## src/rtl/adc_config_pkg.sv

```systemverilog
// Shared definitions for the ADC configuration command queue.
package adc_config_pkg;

    localparam int CFG_ADDR_W      = 3;
    localparam int CFG_DATA_W      = 16;
    localparam int CFG_ENTRY_W     = CFG_ADDR_W + CFG_DATA_W;
    localparam int DEF_ACK_TIMEOUT = 4;

    typedef enum logic [1:0] {
        SEQ_IDLE = 2'd0,
        SEQ_ACK  = 2'd1,
        SEQ_XFER = 2'd2
    } seq_state_e;

    // Queue entries hold the address in the upper bits and the data below it.
    function automatic logic [CFG_ENTRY_W-1:0] pack_entry(
        input logic [CFG_ADDR_W-1:0] addr,
        input logic [CFG_DATA_W-1:0] data
    );
        return {addr, data};
    endfunction

endpackage

```

## src/rtl/adc_config_queue_if.sv

```systemverilog
// Write-post and three-wire mux handshake signals of the ADC config queue.
interface adc_config_queue_if;
    import adc_config_pkg::*;

    logic                  wr_en;
    logic [CFG_ADDR_W-1:0] wr_addr;
    logic [CFG_DATA_W-1:0] wr_data;
    logic                  config_busy_i;
    logic                  config_start_o;
    logic [CFG_ADDR_W-1:0] config_addr_o;
    logic [CFG_DATA_W-1:0] config_data_o;

    // Register interface and mux side (posts writes, reports busy).
    modport master (
        output wr_en, wr_addr, wr_data, config_busy_i,
        input  config_start_o, config_addr_o, config_data_o
    );

    // The queue itself.
    modport slave (
        input  wr_en, wr_addr, wr_data, config_busy_i,
        output config_start_o, config_addr_o, config_data_o
    );

endinterface

```

## src/rtl/adc_config_fifo.sv

```systemverilog
// Synchronous FIFO with flush; fill/full/empty are registered.
module adc_config_fifo
    import adc_config_pkg::*;
#(
    parameter int DEPTH = 8,
    parameter int WIDTH = CFG_ENTRY_W
) (
    input  logic                   clk,
    input  logic                   rst,
    input  logic                   push_i,
    input  logic                   pop_i,
    input  logic                   flush_i,
    input  logic [WIDTH-1:0]       wdata_i,
    output logic [WIDTH-1:0]       rdata_o,
    output logic [$clog2(DEPTH):0] fill_o,
    output logic                   full_o,
    output logic                   empty_o,
    output logic                   empty_nxt_o
);

    localparam int PTR_W = $clog2(DEPTH);
    localparam int CNT_W = PTR_W + 1;

    logic [WIDTH-1:0] mem_q [DEPTH];
    logic [PTR_W-1:0] wr_ptr_q, wr_ptr_d;
    logic [PTR_W-1:0] rd_ptr_q, rd_ptr_d;
    logic [CNT_W-1:0] fill_q, fill_d;
    logic             full_q, full_d;
    logic             empty_q, empty_d;
    logic             do_push_s;
    logic             do_pop_s;

    // A push is judged against the current fill, so a same-cycle pop never makes room.
    always_comb begin
        do_push_s = push_i && !full_q && !flush_i;
        do_pop_s  = pop_i && !empty_q && !flush_i;
    end

    // Next pointer and occupancy; flush discards everything still stored.
    always_comb begin
        wr_ptr_d = wr_ptr_q;
        rd_ptr_d = rd_ptr_q;
        fill_d   = fill_q;
        if (flush_i) begin
            wr_ptr_d = '0;
            rd_ptr_d = '0;
            fill_d   = '0;
        end else begin
            if (do_push_s) begin
                wr_ptr_d = wr_ptr_q + PTR_W'(1);
            end else begin
                wr_ptr_d = wr_ptr_q;
            end
            if (do_pop_s) begin
                rd_ptr_d = rd_ptr_q + PTR_W'(1);
            end else begin
                rd_ptr_d = rd_ptr_q;
            end
            case ({do_push_s, do_pop_s})
                2'b10:   fill_d = fill_q + CNT_W'(1);
                2'b01:   fill_d = fill_q - CNT_W'(1);
                default: fill_d = fill_q;
            endcase
        end
        empty_d = (fill_d == CNT_W'(0));
        full_d  = (fill_d == CNT_W'(DEPTH));
    end

    // Pointer and status registers.
    always_ff @(posedge clk) begin
        if (rst) begin
            wr_ptr_q <= '0;
            rd_ptr_q <= '0;
            fill_q   <= '0;
            full_q   <= 1'b0;
            empty_q  <= 1'b1;
        end else begin
            wr_ptr_q <= wr_ptr_d;
            rd_ptr_q <= rd_ptr_d;
            fill_q   <= fill_d;
            full_q   <= full_d;
            empty_q  <= empty_d;
        end
    end

    // Storage array; contents need no reset because the pointers gate every read.
    always_ff @(posedge clk) begin
        if (do_push_s) begin
            mem_q[wr_ptr_q] <= wdata_i;
        end
    end

    assign rdata_o     = mem_q[rd_ptr_q];
    assign fill_o      = fill_q;
    assign full_o      = full_q;
    assign empty_o     = empty_q;
    assign empty_nxt_o = rst ? 1'b1 : empty_d;

endmodule

```

## src/rtl/adc_config_queue.sv

```systemverilog
// Buffers ADC register writes and issues them one by one to the config mux.
module adc_config_queue
    import adc_config_pkg::*;
#(
    parameter int DEPTH       = 8,
    parameter int ACK_TIMEOUT = DEF_ACK_TIMEOUT
) (
    input  logic                   clk,
    input  logic                   rst,
    adc_config_queue_if.slave      bus,
    input  logic                   enable,
    input  logic                   flush,
    input  logic                   status_clr,
    output logic                   request_o,
    output logic [$clog2(DEPTH):0] fill_o,
    output logic                   empty_o,
    output logic                   full_o,
    output logic                   idle_o,
    output logic                   overflow_o,
    output logic                   ack_err_o,
    output logic [15:0]            xfer_count_o
);

    localparam int TMR_W = $clog2(ACK_TIMEOUT + 1) + 1;

    seq_state_e            state_q, state_d;
    logic [TMR_W-1:0]      tmr_q, tmr_d;
    logic                  request_q, request_d;
    logic                  start_q, start_d;
    logic [CFG_ADDR_W-1:0] addr_q, addr_d;
    logic [CFG_DATA_W-1:0] data_q, data_d;
    logic                  ovf_q, ovf_d;
    logic                  aerr_q, aerr_d;
    logic [15:0]           cnt_q, cnt_d;
    logic                  idle_q, idle_d;

    logic                  issue_s;
    logic                  done_s;
    logic                  ack_to_s;
    logic                  wr_drop_s;
    logic [CFG_ENTRY_W-1:0] head_s;
    logic                  fifo_full_s;
    logic                  fifo_empty_s;
    logic                  fifo_empty_nxt_s;

    adc_config_fifo #(
        .DEPTH (DEPTH),
        .WIDTH (CFG_ENTRY_W)
    ) u_fifo (
        .clk         (clk),
        .rst         (rst),
        .push_i      (bus.wr_en),
        .pop_i       (issue_s),
        .flush_i     (flush),
        .wdata_i     (pack_entry(bus.wr_addr, bus.wr_data)),
        .rdata_o     (head_s),
        .fill_o      (fill_o),
        .full_o      (fifo_full_s),
        .empty_o     (fifo_empty_s),
        .empty_nxt_o (fifo_empty_nxt_s)
    );

    // Sequencer next state: issue from IDLE, wait for busy in ACK, wait for its fall in XFER.
    always_comb begin
        state_d  = state_q;
        tmr_d    = tmr_q;
        start_d  = 1'b0;
        addr_d   = addr_q;
        data_d   = data_q;
        issue_s  = 1'b0;
        done_s   = 1'b0;
        ack_to_s = 1'b0;
        case (state_q)
            SEQ_IDLE: begin
                if (!fifo_empty_s && request_q && !bus.config_busy_i && !flush) begin
                    issue_s = 1'b1;
                    start_d = 1'b1;
                    addr_d  = head_s[CFG_ENTRY_W-1:CFG_DATA_W];
                    data_d  = head_s[CFG_DATA_W-1:0];
                    tmr_d   = '0;
                    state_d = SEQ_ACK;
                end else begin
                    state_d = SEQ_IDLE;
                end
            end
            SEQ_ACK: begin
                if (bus.config_busy_i) begin
                    state_d = SEQ_XFER;
                end else if (tmr_q == TMR_W'(ACK_TIMEOUT)) begin
                    // The mux never answered; the entry is abandoned.
                    ack_to_s = 1'b1;
                    state_d  = SEQ_IDLE;
                end else begin
                    tmr_d = tmr_q + TMR_W'(1);
                end
            end
            SEQ_XFER: begin
                if (!bus.config_busy_i) begin
                    done_s  = 1'b1;
                    state_d = SEQ_IDLE;
                end else begin
                    state_d = SEQ_XFER;
                end
            end
            default: begin
                state_d = SEQ_IDLE;
            end
        endcase
    end

    // Sticky flags and completion counter; a new event beats a simultaneous clear.
    always_comb begin
        wr_drop_s = bus.wr_en && fifo_full_s && !flush;
        if (wr_drop_s) begin
            ovf_d = 1'b1;
        end else if (status_clr) begin
            ovf_d = 1'b0;
        end else begin
            ovf_d = ovf_q;
        end
        if (ack_to_s) begin
            aerr_d = 1'b1;
        end else if (status_clr) begin
            aerr_d = 1'b0;
        end else begin
            aerr_d = aerr_q;
        end
        if (done_s) begin
            cnt_d = status_clr ? 16'd1 : cnt_q + 16'd1;
        end else if (status_clr) begin
            cnt_d = 16'd0;
        end else begin
            cnt_d = cnt_q;
        end
        request_d = enable;
        idle_d    = fifo_empty_nxt_s && (state_d == SEQ_IDLE);
    end

    // Sequencer and status registers.
    always_ff @(posedge clk) begin
        if (rst) begin
            state_q   <= SEQ_IDLE;
            tmr_q     <= '0;
            request_q <= 1'b0;
            start_q   <= 1'b0;
            addr_q    <= '0;
            data_q    <= '0;
            ovf_q     <= 1'b0;
            aerr_q    <= 1'b0;
            cnt_q     <= 16'd0;
            idle_q    <= 1'b1;
        end else begin
            state_q   <= state_d;
            tmr_q     <= tmr_d;
            request_q <= request_d;
            start_q   <= start_d;
            addr_q    <= addr_d;
            data_q    <= data_d;
            ovf_q     <= ovf_d;
            aerr_q    <= aerr_d;
            cnt_q     <= cnt_d;
            idle_q    <= idle_d;
        end
    end

    assign bus.config_start_o = start_q;
    assign bus.config_addr_o  = addr_q;
    assign bus.config_data_o  = data_q;
    assign request_o          = request_q;
    assign empty_o            = fifo_empty_s;
    assign full_o             = fifo_full_s;
    assign idle_o             = idle_q;
    assign overflow_o         = ovf_q;
    assign ack_err_o          = aerr_q;
    assign xfer_count_o       = cnt_q;

endmodule

```

## src/flat_wrapper.sv

```systemverilog
// flat-port wrapper written by rule: the top's interface ports become plain ports
module adc_config_queue_flat import adc_config_pkg::*;
#(
    parameter int DEPTH       = 8,
    parameter int ACK_TIMEOUT = DEF_ACK_TIMEOUT
)
  (clk, rst, enable, flush, status_clr, request_o, fill_o, empty_o, full_o, idle_o, overflow_o, ack_err_o, xfer_count_o, bus_wr_en, bus_wr_addr, bus_wr_data, bus_config_busy_i, bus_config_start_o, bus_config_addr_o, bus_config_data_o);
  adc_config_queue_if bus_i ();
  input  logic clk;
  input  logic rst;
  input  logic enable;
  input  logic flush;
  input  logic status_clr;
  output logic request_o;
  output logic [$clog2(DEPTH):0] fill_o;
  output logic empty_o;
  output logic full_o;
  output logic idle_o;
  output logic overflow_o;
  output logic ack_err_o;
  output logic [15:0] xfer_count_o;
  input wire logic [$bits(bus_i.wr_en)-1:0] bus_wr_en;
  input wire logic [$bits(bus_i.wr_addr)-1:0] bus_wr_addr;
  input wire logic [$bits(bus_i.wr_data)-1:0] bus_wr_data;
  input wire logic [$bits(bus_i.config_busy_i)-1:0] bus_config_busy_i;
  output wire logic [$bits(bus_i.config_start_o)-1:0] bus_config_start_o;
  output wire logic [$bits(bus_i.config_addr_o)-1:0] bus_config_addr_o;
  output wire logic [$bits(bus_i.config_data_o)-1:0] bus_config_data_o;
  assign bus_i.wr_en = bus_wr_en;
  assign bus_i.wr_addr = bus_wr_addr;
  assign bus_i.wr_data = bus_wr_data;
  assign bus_i.config_busy_i = bus_config_busy_i;
  assign bus_config_start_o = bus_i.config_start_o;
  assign bus_config_addr_o = bus_i.config_addr_o;
  assign bus_config_data_o = bus_i.config_data_o;
  adc_config_queue #(.DEPTH(DEPTH), .ACK_TIMEOUT(ACK_TIMEOUT)) u_core (.clk(clk), .rst(rst), .bus(bus_i), .enable(enable), .flush(flush), .status_clr(status_clr), .request_o(request_o), .fill_o(fill_o), .empty_o(empty_o), .full_o(full_o), .idle_o(idle_o), .overflow_o(overflow_o), .ack_err_o(ack_err_o), .xfer_count_o(xfer_count_o));
endmodule
```

## config.mk

```make
export PLATFORM = sky130hd
export DESIGN_NAME = adc_config_queue_flat
export DESIGN_NICKNAME = d
export VERILOG_FILES = /design/src/rtl/adc_config_pkg.sv /design/src/rtl/adc_config_queue_if.sv /design/src/rtl/adc_config_fifo.sv /design/src/rtl/adc_config_queue.sv /design/src/flat_wrapper.sv
export SDC_FILE = /design/constraint.sdc
export NUM_CORES = 1
export LEC_CHECK = 0
export BUFFER_PORTS_ARGS = -buffer_cell sky130_fd_sc_hd__buf_2
export CAP_MARGIN = 20
export CELL_PAD_IN_SITES_DETAIL_PLACEMENT = 0
export CELL_PAD_IN_SITES_GLOBAL_PLACEMENT = 1
export CORE_MARGIN = 2
export CORE_UTILIZATION = 50
export DETAILED_ROUTE_END_ITERATION = 10
export GPL_TIMING_DRIVEN = 0
export PLACE_DENSITY = 0.8
export SLEW_MARGIN = 5
export SYNTH_ARGS = -nofsm -noshare
export SYNTH_HDL_FRONTEND = slang
export SYNTH_SLANG_ARGS = --single-unit
```

## constraint.sdc

```tcl
create_clock -name clk -period 3.15 [get_ports clk]
set_input_delay 0.1575 -clock clk [delete_from_list [all_inputs] [get_ports clk]]
set_output_delay 0.1575 -clock clk [all_outputs]
set_load 0.01 [all_outputs]
```

# Word level (Yosys, flattened, before mapping)
# Memories as Yosys holds them, arrays and structs flattened. A register that Yosys moved wholly into a read port is not among the register bits.
# Index checks and enable logic that the tools add are counted.
dict set report classes {
  eq_ne 9
  reduce_logical 24
  n_lt_le_gt_ge 0
  mul 0
  n_bitwise 0
  div 0
  n_mux 27
  n_shift 0
  add_sub_neg 6
}
# operator n
set op_table {}
lappend op_table {{16-bit 2-to-1 mux} 3}
lappend op_table {{16-bit by 1-bit adder with 16-bit output (second input constant)} 1}
lappend op_table {{4-bit 2-to-1 mux} 4}
lappend op_table {{4-bit one-hot mux with 2 select lines} 2}
lappend op_table {{1-bit 2-to-1 mux} 14}
lappend op_table {{1-bit logical AND} 10}
lappend op_table {{4-bit by 1-bit adder with 4-bit output (second input constant)} 2}
lappend op_table {{2-bit nonzero test} 4}
lappend op_table {{3-bit by 1-bit adder with 3-bit output (second input constant)} 2}
lappend op_table {{2-bit 2-to-1 mux} 3}
lappend op_table {{2-bit one-hot mux with 3 select lines} 1}
lappend op_table {{2-bit by 1-bit equality test with 1-bit output (second input constant)} 2}
lappend op_table {{2-bit equality test (second input constant)} 2}
lappend op_table {{4-bit by 3-bit equality test with 1-bit output (second input constant)} 1}
lappend op_table {{4-bit equality test (second input constant)} 1}
lappend op_table {{1-bit logical NOT} 4}
lappend op_table {{2-bit logical NOT} 2}
lappend op_table {{4-bit logical NOT} 1}
lappend op_table {{2-bit inequality test (second input constant)} 2}
lappend op_table {{4-bit AND reduction} 1}
lappend op_table {{4-bit by 1-bit subtractor with 4-bit output (second input constant)} 1}
lappend op_table {{2-bit by 1-bit inequality test with 1-bit output (second input constant)} 1}
lappend op_table {{2-bit AND reduction} 1}
lappend op_table {{2-bit OR reduction} 1}
dict set report totals {
  latch_bits 0
  ff_bits 39
  mem_bits_rw 152
  n_memories 1
  output_inout_bits 46
  mem_bits_ro 0
  in_bits 26
  elab_cells 80
}
# name words width rd rd_clocked_by_memory_dff wr line
set memory_table {}
lappend memory_table {u_core.u_fifo.mem_q 8 19 1 1 1 adc_config_fifo.sv:24} ;# logic [WIDTH-1:0] mem_q [DEPTH];

# Longest topological paths before layout
# Gate-level depths: netlist (run 1).
dict set report logic_depth {
  depth_word 14
  depth_mapped 11
  mapped_depth_nobuf 10
}

# Modules after synthesis
# A second synthesis (run 1) with hierarchy kept.
dict set report unflattened {
  cells_unflattened 521
  hier_area_um2 8334.2
}
# module instances cells_each area_per_inst_um2
set by_module_without_submodules {}
lappend by_module_without_submodules {adc_config_fifo 1 305 6473.7}
lappend by_module_without_submodules {adc_config_queue 1 216 1860.5}

# Worst setup path after synthesis (run 1)
# OpenSTA, ideal clock, no wires.
dict set report synth_timing {
  kind {flip-flop to flip-flop}
  startpoint {register u_core.u_fifo.full_q (netlist: u_core.u_fifo.full_o)}
  endpoint {memory u_core.u_fifo.mem_q[0][0] (netlist bit) (enable)}
  path_stages_with_launch 4
  setup_slack_ps 516
  arrival_ps 2215
  setup_ps 419
  path_buffers 0
  path_cell_list {dfxtp_1 nand2b_1 or3_1 nor3_1}
}
dict set report synth_via {
  elab_chain_len 5
}
# element line
set synth_rtl {}
lappend synth_rtl {{start: declaration} adc_config_fifo.sv:28} ;# logic full_q, full_d;
lappend synth_rtl {{start signal: assignment} adc_config_fifo.sv:81} ;# full_q <= full_d;
lappend synth_rtl {{1-bit logical NOT} adc_config_fifo.sv:35} ;# do_push_s = push_i && !full_q && !flush_i;
lappend synth_rtl {{1-bit logical AND (2 in a row)} adc_config_fifo.sv:35}
lappend synth_rtl {{1-bit 2-to-1 mux} adc_config_fifo.sv:88} ;# if (do_push_s) begin
lappend synth_rtl {{1-bit 2-to-1 mux (not written as such)} adc_config_fifo.sv:89} ;# mem_q[wr_ptr_q] <= wdata_i;
lappend synth_rtl {{end: declaration} adc_config_fifo.sv:24}
# Every way passes these cells.

# Worst setup path after layout (run 1)
dict set report layout_timing {
  startpoint {register u_core.state_q[1]}
  endpoint {register u_core.u_fifo.empty_q (netlist: u_core.u_fifo.empty_o)}
}
dict set report layout_via {
  elab_chain_len 9
  elab_cells_between_ends 10
}
# element line
set layout_rtl {}
lappend layout_rtl {{start: declaration} adc_config_queue.sv:26} ;# seq_state_e state_q, state_d;
lappend layout_rtl {{start signal: assignment} adc_config_queue.sv:153} ;# state_q <= state_d;
lappend layout_rtl {{2-bit logical NOT *} adc_config_queue.sv:73} ;# case (state_q)
lappend layout_rtl {{1-bit 2-to-1 mux *} adc_config_queue.sv:73}
lappend layout_rtl {{1-bit logical AND * (2 in a row)} adc_config_fifo.sv:36} ;# do_pop_s = pop_i && !empty_q && !flush_i;
lappend layout_rtl {{2-bit by 1-bit equality test with 1-bit output or 2-bit equality test (tied branches)} adc_config_fifo.sv:59} ;# case ({do_push_s, do_pop_s})
lappend layout_rtl {{4-bit one-hot mux with 2 select lines *} adc_config_fifo.sv:59}
lappend layout_rtl {{4-bit 2-to-1 mux *} adc_config_fifo.sv:44} ;# if (flush_i) begin
lappend layout_rtl {{4-bit logical NOT *} adc_config_fifo.sv:65} ;# empty_d = (fill_d == CNT_W'(0));
lappend layout_rtl {{1-bit 2-to-1 mux *} n/a}
lappend layout_rtl {{via u_core.fifo_empty_nxt_s} adc_config_queue.sv:44} ;# logic fifo_empty_nxt_s;
lappend layout_rtl {{end signal: assignment} adc_config_fifo.sv:82} ;# empty_q <= empty_d;
lappend layout_rtl {{end: declaration} adc_config_fifo.sv:29} ;# logic empty_q, empty_d;
# Mark *: on every way through the listed nets, which the timed path passes. The rest lies on a longest branch.
# A chain may end at the register's enable or synchronous reset.

==> results of run 1 <==
## worst min path at each step
stage                              start                         to  cells past startpoint
after CTS                          flush  u_core.u_fifo.wr_ptr_q[1]                      4
after global placement            enable           u_core.request_o                      2
final                              flush  u_core.u_fifo.wr_ptr_q[1]                      4
after detailed placement          enable           u_core.request_o                      2
after global routing               flush    u_core.u_fifo.fill_o[2]                      3
after floorplan           bus_wr_data[0]  u_core.u_fifo.mem_q[0][0]                      0
## where the power goes
group / internal [mW] / total (mW) / leakage, nW / switching, mW
logic: 0.0642 / 0.146 / 1.20 / 0.0817
registers: 2.98 / 2.99 / 1.84 / 0.00687
clock network: 1.64 / 2.67 / 0.357 / 1.03
total: 4.68 / 5.81 / 3.40 / 1.12
## per-layer routing
layer | up-vias | GRT usage | share of wire
met5 | - | 0 | 0
met4 | 0 | 0.0574 | 0.020
met3 | 29 | 0.0316 | 0.062
met2 | 148 | 0.327 | 0.49
met1 | 2333 | 0.267 | 0.43
li1 | 2143 | - | -
## layout by cell type (no fill, tap or decap), drive strengths merged, types with 2 or more instances in the layout
| cell | netlist | layout |
|---|---|---|
| xnor2 | 10 | 10 |
| nor2 | 62 | 62 |
| a211oi | 20 | 20 |
| or2 | 4 | 4 |
| nand4 | 3 | 3 |
| or3 | 3 | 3 |
| bufinv | 0 | 5 |
| edfxtp | 152 | 152 |
| buf | 11 | 91 |
| clkinvlp | 0 | 2 |
| o21ai | 2 | 2 |
| clkbuf | 9 | 33 |
| and4 | 2 | 2 |
| nor2b | 5 | 5 |
| nand3 | 6 | 6 |
| nand2b | 5 | 5 |
| xor2 | 12 | 12 |
| a21oi | 10 | 10 |
| dfxtp | 58 | 58 |
| mux2i | 23 | 23 |
| inv | 8 | 9 |
| o22ai | 2 | 2 |
| mux4 | 38 | 38 |
| o22a | 2 | 2 |
| clkinv | 0 | 6 |
| and3 | 3 | 3 |
| nor3b | 4 | 4 |
| dlygate4sd3 | 0 | 23 |
| nand2 | 18 | 18 |
| nor3 | 6 | 6 |
| ha | 7 | 7 |
## through the flow
step | setup slack [ns] | std cells | total power [mW]
2_1_floorplan | 0.516 | 494 | 3.10
3_3_place_gp | -0.845 | 781 | 3.16
4_1_cts | 0.0486 | 852 | 5.84
5_1_grt | 0.194 | 851 | 5.96
3_5_place_dp | 0.0786 | 791 | 3.17
6_report | 0.463 | 851 | 5.81
## repair_timing
action,in CTS,in global routing
endpoints found under the hold margin,156,0
setup endpoints to repair,0,3
hold buffers,23,0
## cell families after synthesis
group | after synthesis | synth area share
flops | 210 | 0.704
simple gates | 127 | 0.0776
mux | 61 | 0.134
compound gates | 39 | 0.0343
buf+inv | 28 | 0.0148
xor+xnor | 22 | 0.0246
fa+ha+maj | 7 | 0.0108
## final cells by class
cell class | count | area (um^2) | share of cell area
buffer | 19 | 86.3 | 0.00871
clock buffer | 24 | 537 | 0.0542
clock inverter | 14 | 203 | 0.0205
inverter | 8 | 30.0 | 0.00303
multi-input combinational | 256 | 2310 | 0.233
sequential | 210 | 5730 | 0.578
tap | 216 | 270 | 0.0273
timing repair buffer | 104 | 749 | 0.0756
## registers in the layout, summed over array words and instances (netlist names), 2 cells and up
register                  cells
u_core.bus.config_addr_o      3
u_core.bus.config_data_o     16
u_core.state_q                2
u_core.tmr_q                  4
u_core.u_fifo.fill_o          4
u_core.u_fifo.mem_q         152
u_core.u_fifo.rd_ptr_q        3
u_core.u_fifo.wr_ptr_q        3
u_core.xfer_count_o          16
## worst reg2reg max path: stages (launching register included)
cell and delay (ns):
dfxtp_1 0.36, nor4b_2 0.33, nand2_1 0.21, inv_2 0.36, ha_1 0.38, nor2_1 0.18, nand3_1 0.10, a21oi_1 0.18
a211oi_2 0.09, nor3b_2 0.17, or2_1 0.20
==> summary.md, run 1 <==
| Metric | Value |
|---|---|
| Critical Path RT | 3.53 ns |
| Num CTS Buffers | 21 |
| Layout Area Growth over Synthesis | 21.9% |
| Fill cells | 1183 |
| Slew HR | 0.361 |
| Largest stage delay on the critical path | 0.38 ns |
| Num rows | 46 |
| Die height | 132 um |
| Fmax | 0.372 GHz |
| # IOs | 72 |
| Hold WC Path Type | input pin to flip-flop |
| Setup Buffers After CTS | 0 |
| Die area | 17300 um^2 |
| Leakage | 3.40 nW |
| GR Overflow Total | 0 |
| Via Count | 4653 |
| Hpwl dp | 10600 um |
| Syn Nets | around 530 |
| Post-synthesis cell area | 8130 um^2 |
| Status | finished clean |
| Final nets | about 650 |
| Die extent in x | 132 um |
| Final Wtd Congestion | 0.764 |
| VDD IR max | 0.536 mV |
| Asr flop ratio synth | 0 |
| Cell Area, Placed | 8940 um^2 |
| Setup-failing EPs final | 0 |
| Arrival @ worst endpoint | 3.07 ns |
| Synth top area share | 0.561 |
| Crit path max-delay family | simple AND/OR/NAND/NOR gates |
| Clk Latency, worst-skew pair | about 0.50 ns |
| R2R cell count | 10 |
| Cells along the critical path | nor4b_2 -> nand2_1 -> inv_2 -> ha_1 -> nor2_1 -> nand3_1 -> a21oi_1 -> a211oi_2 -> nor3b_2 -> or2_1 |
| Synth unique cells | 48 |
| Seq/Total Area, Yosys | 0.704 |
| Crit. End Element | flip-flop |
| Clock transition at path regs | 0.07 ns |
| First-pass GRT wire length | approximately 26000 um |
| Yosys top cell by area | edfxtp_1 |
| Post-route DRC | 0 |
| CP bufs+invs | 1 |
| Unrepaired setup endpoints after global routing | false |
| Critical Path Sink | u_core.u_fifo.empty_o |
| Routed length per instance | 19.5 um |
| Synth Warn # | 0 |
| Clock Path Buffers | 3 |
| Worst path depth | 10 |
| Fin. Hold Viols | 0 |
| Slew at the pin closest to its max-slew limit | 0.959 ns |
| Routed WL | 16600 um |
| CTS tree | done |
| Final instance area | 9910 um^2 |
| Core area | between 15000 and 20000 um^2 |
| Vias/cell | 5.47 |
| Setup slack, reg-to-reg | 0.46 ns |
| Post-route ant nets | 0 |
| Primary FF master, synth | edfxtp_1 |
| Setup crit start kind | flip-flop |
| Ant diodes | 0 |
| Max-slew violations | 0 |
| Largest net degree at the start of global routing | 16 |
| Critical path class | flip-flop to flip-flop |
| Initial Util | 0.512 |
| Layout cells sized above 1 | 0.285 |
| Final hold slack | 0.0539 ns |
| Top cells by area, synth | edfxtp_1, dfxtp_1, mux4_2 |
| H-Tree Depth | 1 |
| Port bufs | 71 |
| Power per cell area | between 500 and 600 nW/um^2 |
| Top cells by count, synth | edfxtp_1, nor2_1, dfxtp_1 |
| Post-CTS sizing | 0 |
| Crit. Startpoint | u_core.state_q[1] |
| Root buffer cell | clkbuf_16 |
| DRT Pass-1 Iters | 4 |
| Clk sink count | between 200 and 250 |
| Syn_area_per_cell | 16.5 um^2 |
| R2r endpoint | u_core.u_fifo.empty_o |
| Mapped Cells | 494 |
| Worst flop-to-flop path startpoint | u_core.state_q[1] |
| Final core occ | 0.624 |
| Initial antenna violation count | 0 |
| Max-capacitance violation count | 0 |
| Crit-path slowest cell | ha_1 |
| Tcrit/Tclk final | 0.853 |
| Worst-path fanout max | 19 |
| Final min period | 2.69 ns |
| Setup_tns | 0 ns |
| Post-synth EDFFs | 152 |
| Tot GR Track Use | 0.196 |
| Worst Skew | between 0.01 and 0.015 ns |
| Starting DRT DRC Count | about 320 |
| Flops & latches, synth | 210 |
| Vias in the first global route | 4787 |
| Top-count cell post-synth | edfxtp_1 |
No activity file was read; power rests on OpenSTA's default activity.
==> run 2, diff against run 1 <==
==> constraint.sdc (replaced) <==
create_clock -name clk -period 3.09 [get_ports clk]
set_input_delay 0.1545 -clock clk [delete_from_list [all_inputs] [get_ports clk]]
set_output_delay 0.1545 -clock clk [all_outputs]
set_load 0.01 [all_outputs]
==> run 2 against run 1 <==
  * Combinational power hardly changed
  * Worst setup slack got worse by 0.057 ns
  * Clock power grew 2%
  * Highest routed layer unchanged
  * Final area is the same
  * Critical endpoint unchanged
  * Non-clock buffer count unchanged
  * Die area unchanged
  * Sequential power increased by 2%
  * Via count down 1.0%
  * Sequential cell count unchanged
==> summary.md, run 2 (synthesized netlist as in run 1, its figures left out) <==
| Metric | Value |
|---|---|
| Num rows | 46 (unchanged) |
| Clk Latency, worst-skew pair | 0.50 ns (about the same) |
| Starting DRT DRC Count | 338 (+7.3%) |
| Worst flop-to-flop path startpoint | u_core.state_q[1] |
| Ant diodes | 0 (unchanged) |
| Layout Area Growth over Synthesis | 21.9% (unchanged) |
| Biggest register | u_core.u_fifo.mem_q |
| Hpwl dp | 10600 um (unchanged) |
| Clk sink count | 210 (unchanged) |
| Tcrit/Tclk final | 0.869 (+0.0156) |
| Worst Skew | 0.0118 ns (-0.000476 ns) |
| Hold WC Path Type | input pin to flip-flop |
| Post-route ant nets | 0 (unchanged) |
| VDD IR max | 0.546 mV (+2.0%) |
| Clock Path Buffers | 3 (unchanged) |
| Final nets | 653 (unchanged) |
| Arrival @ worst endpoint | 3.07 ns (about the same) |
| First-pass GRT wire length | 26100 um (unchanged) |
| Worst-path fanout max | 19 (unchanged) |
| Setup slack, reg-to-reg | 0.41 ns (-0.06 ns) |
| Core area | 15900 um^2 (unchanged) |
| Routed WL | 16500 um (-0.15%) |
| Commonest non-fill, non-tap cell in the layout | edfxtp_1 |
| Initial Util | 0.512 (unchanged) |
| Vias/cell | 5.41 (-1.0%) |
| Max-capacitance violation count | 0 (unchanged) |
| R2r endpoint | u_core.u_fifo.empty_o |
| Critical path class | flip-flop to flip-flop |
| Setup Buffers After CTS | 0 (unchanged) |
| Setup-failing EPs final | 0 (unchanged) |
| Initial antenna violation count | 0 (unchanged) |
| Routed length per instance | 19.4 um (-0.15%) |
| Slew at the pin closest to its max-slew limit | 0.933 ns (-0.0261 ns) |
| Num CTS Buffers | 21 (unchanged) |
| Final core occ | 0.624 (unchanged) |
| Setup_tns | 0 ns (unchanged) |
| R2R cell count | 10 (unchanged) |
| Largest net degree at the start of global routing | 20 (+4) |
| Vias in the first global route | 4786 (-0.021%) |
| Port bufs | 71 (unchanged) |
| Leakage | 3.40 nW (unchanged) |
| # IOs | 72 (unchanged) |
| Layout cells sized above 1 | 0.285 (unchanged) |
| Crit. End Element | flip-flop |
| Unrepaired setup endpoints after global routing | false |
| Final Power | 5.91 mW (+1.8%) |
| CTS tree | done |
| Max-slew violations | 0 (unchanged) |
| Die extent in x | 132 um (unchanged) |
| Critical Path Sink | u_core.u_fifo.empty_o |
| Fmax | 0.373 GHz (+0.11%) |
| Post-route DRC | 0 (unchanged) |
| Die height | 132 um (unchanged) |
| Power per cell area | 596 nW/um^2 (+1.8%) |
| Post-Place Setup Slack | 0.0186 ns (-0.0600 ns) |
| Most frequent cells in the layout | edfxtp_1, buf_2, dfxtp_1, nor2_1, mux4_2 |
| Post-Layout Cell Count | 851 (unchanged) |
| H-Tree Depth | 1 (unchanged) |
| Clock transition at path regs | 0.06 ns (about the same) |
| Crit. Startpoint | u_core.state_q[1] |
| Critical Path RT | 3.47 ns (-0.06 ns) |
| Final min period | 2.68 ns (-0.00300 ns) |
| Placed cell count | 791 (unchanged) |
| Status | finished clean |
| Via Count | 4605 (-1.0%) |
| Die area | 17300 um^2 (unchanged) |
| Tot GR Track Use | 0.195 (-0.000254) |
| Final Wtd Congestion | 0.764 (unchanged) |
| Fin. Hold Viols | 0 (unchanged) |
| DRT Pass-1 Iters | 4 (unchanged) |
| Slew HR | 0.378 (+0.0174) |
| Worst setup margin | 0.406 ns (-0.0570 ns) |
| Setup crit start kind | flip-flop |
| Max reg flops | 152 (unchanged) |
| Root buffer cell | clkbuf_16 |
| GR Overflow Total | 0 (unchanged) |
run 2: cell counts in the layout (fill, tap and decap cells not counted):
Identical to the previous run, type by type.
run 2: critical path: stages, from the launching register on:
cell and delay [ns]:
dfxtp_1 0.36, nor4b_2 0.33, nand2_1 0.21, inv_2 0.36, ha_1 0.38, nor2_1 0.18, nand3_1 0.10, a21oi_1 0.18
a211oi_2 0.08, nor3b_2 0.17, or2_1 0.20
run 2: stage by stage:
stage          hold slack (ns)  instance area (um^2)
6_report                0.0533                  9910
5_1_grt                 0.0728                  9910
4_1_cts                 0.0343                  9910
3_5_place_dp             0.383                  8940
3_3_place_gp             0.374                  8750
2_1_floorplan            0.253                  8130
run 2: report_power, final:
group / switching, mW / internal, mW
logic: 0.0834 / 0.0654
clock network: 1.05 / 1.67
registers: 0.00707 / 3.04
run 2: timing repair:
item | 4_1_cts | 5_1_grt
hold buffers | 23 | 0
resized for setup | 0 | 0
setup endpoints to repair | 2 | 0
hold endpoints to repair | 156 | 0
run 2: worst min-delay path by stage:
stage / from / to / cells past startpoint
after floorplan: bus_wr_data[0] / u_core.u_fifo.mem_q[0][0] / 0
final: flush / u_core.u_fifo.fill_o[2] / 3
after global routing: flush / u_core.u_fifo.fill_o[2] / 3
after global placement: enable / u_core.request_o / 2
after CTS: flush / u_core.u_fifo.wr_ptr_q[1] / 4
after detailed placement: enable / u_core.request_o / 2
run 2: area by class of cell:
type	instances	area, um^2
buffer	19	86.3
clock buffer	24	537
clock inverter	14	203
fill	1183	5980
inverter	8	30.0
multi-input combinational	256	2310
sequential	210	5730
tap	216	270
timing repair buffer	104	749
run 2: metal layers:
layer / vias up / track usage / share of wire
li1: 2143 / - / -
met1: 2290 / 0.265 / 0.43
met5: - / 0 / 0
met3: 30 / 0.0316 / 0.064
met4: 0 / 0.0574 / 0.021
met2: 142 / 0.328 / 0.49
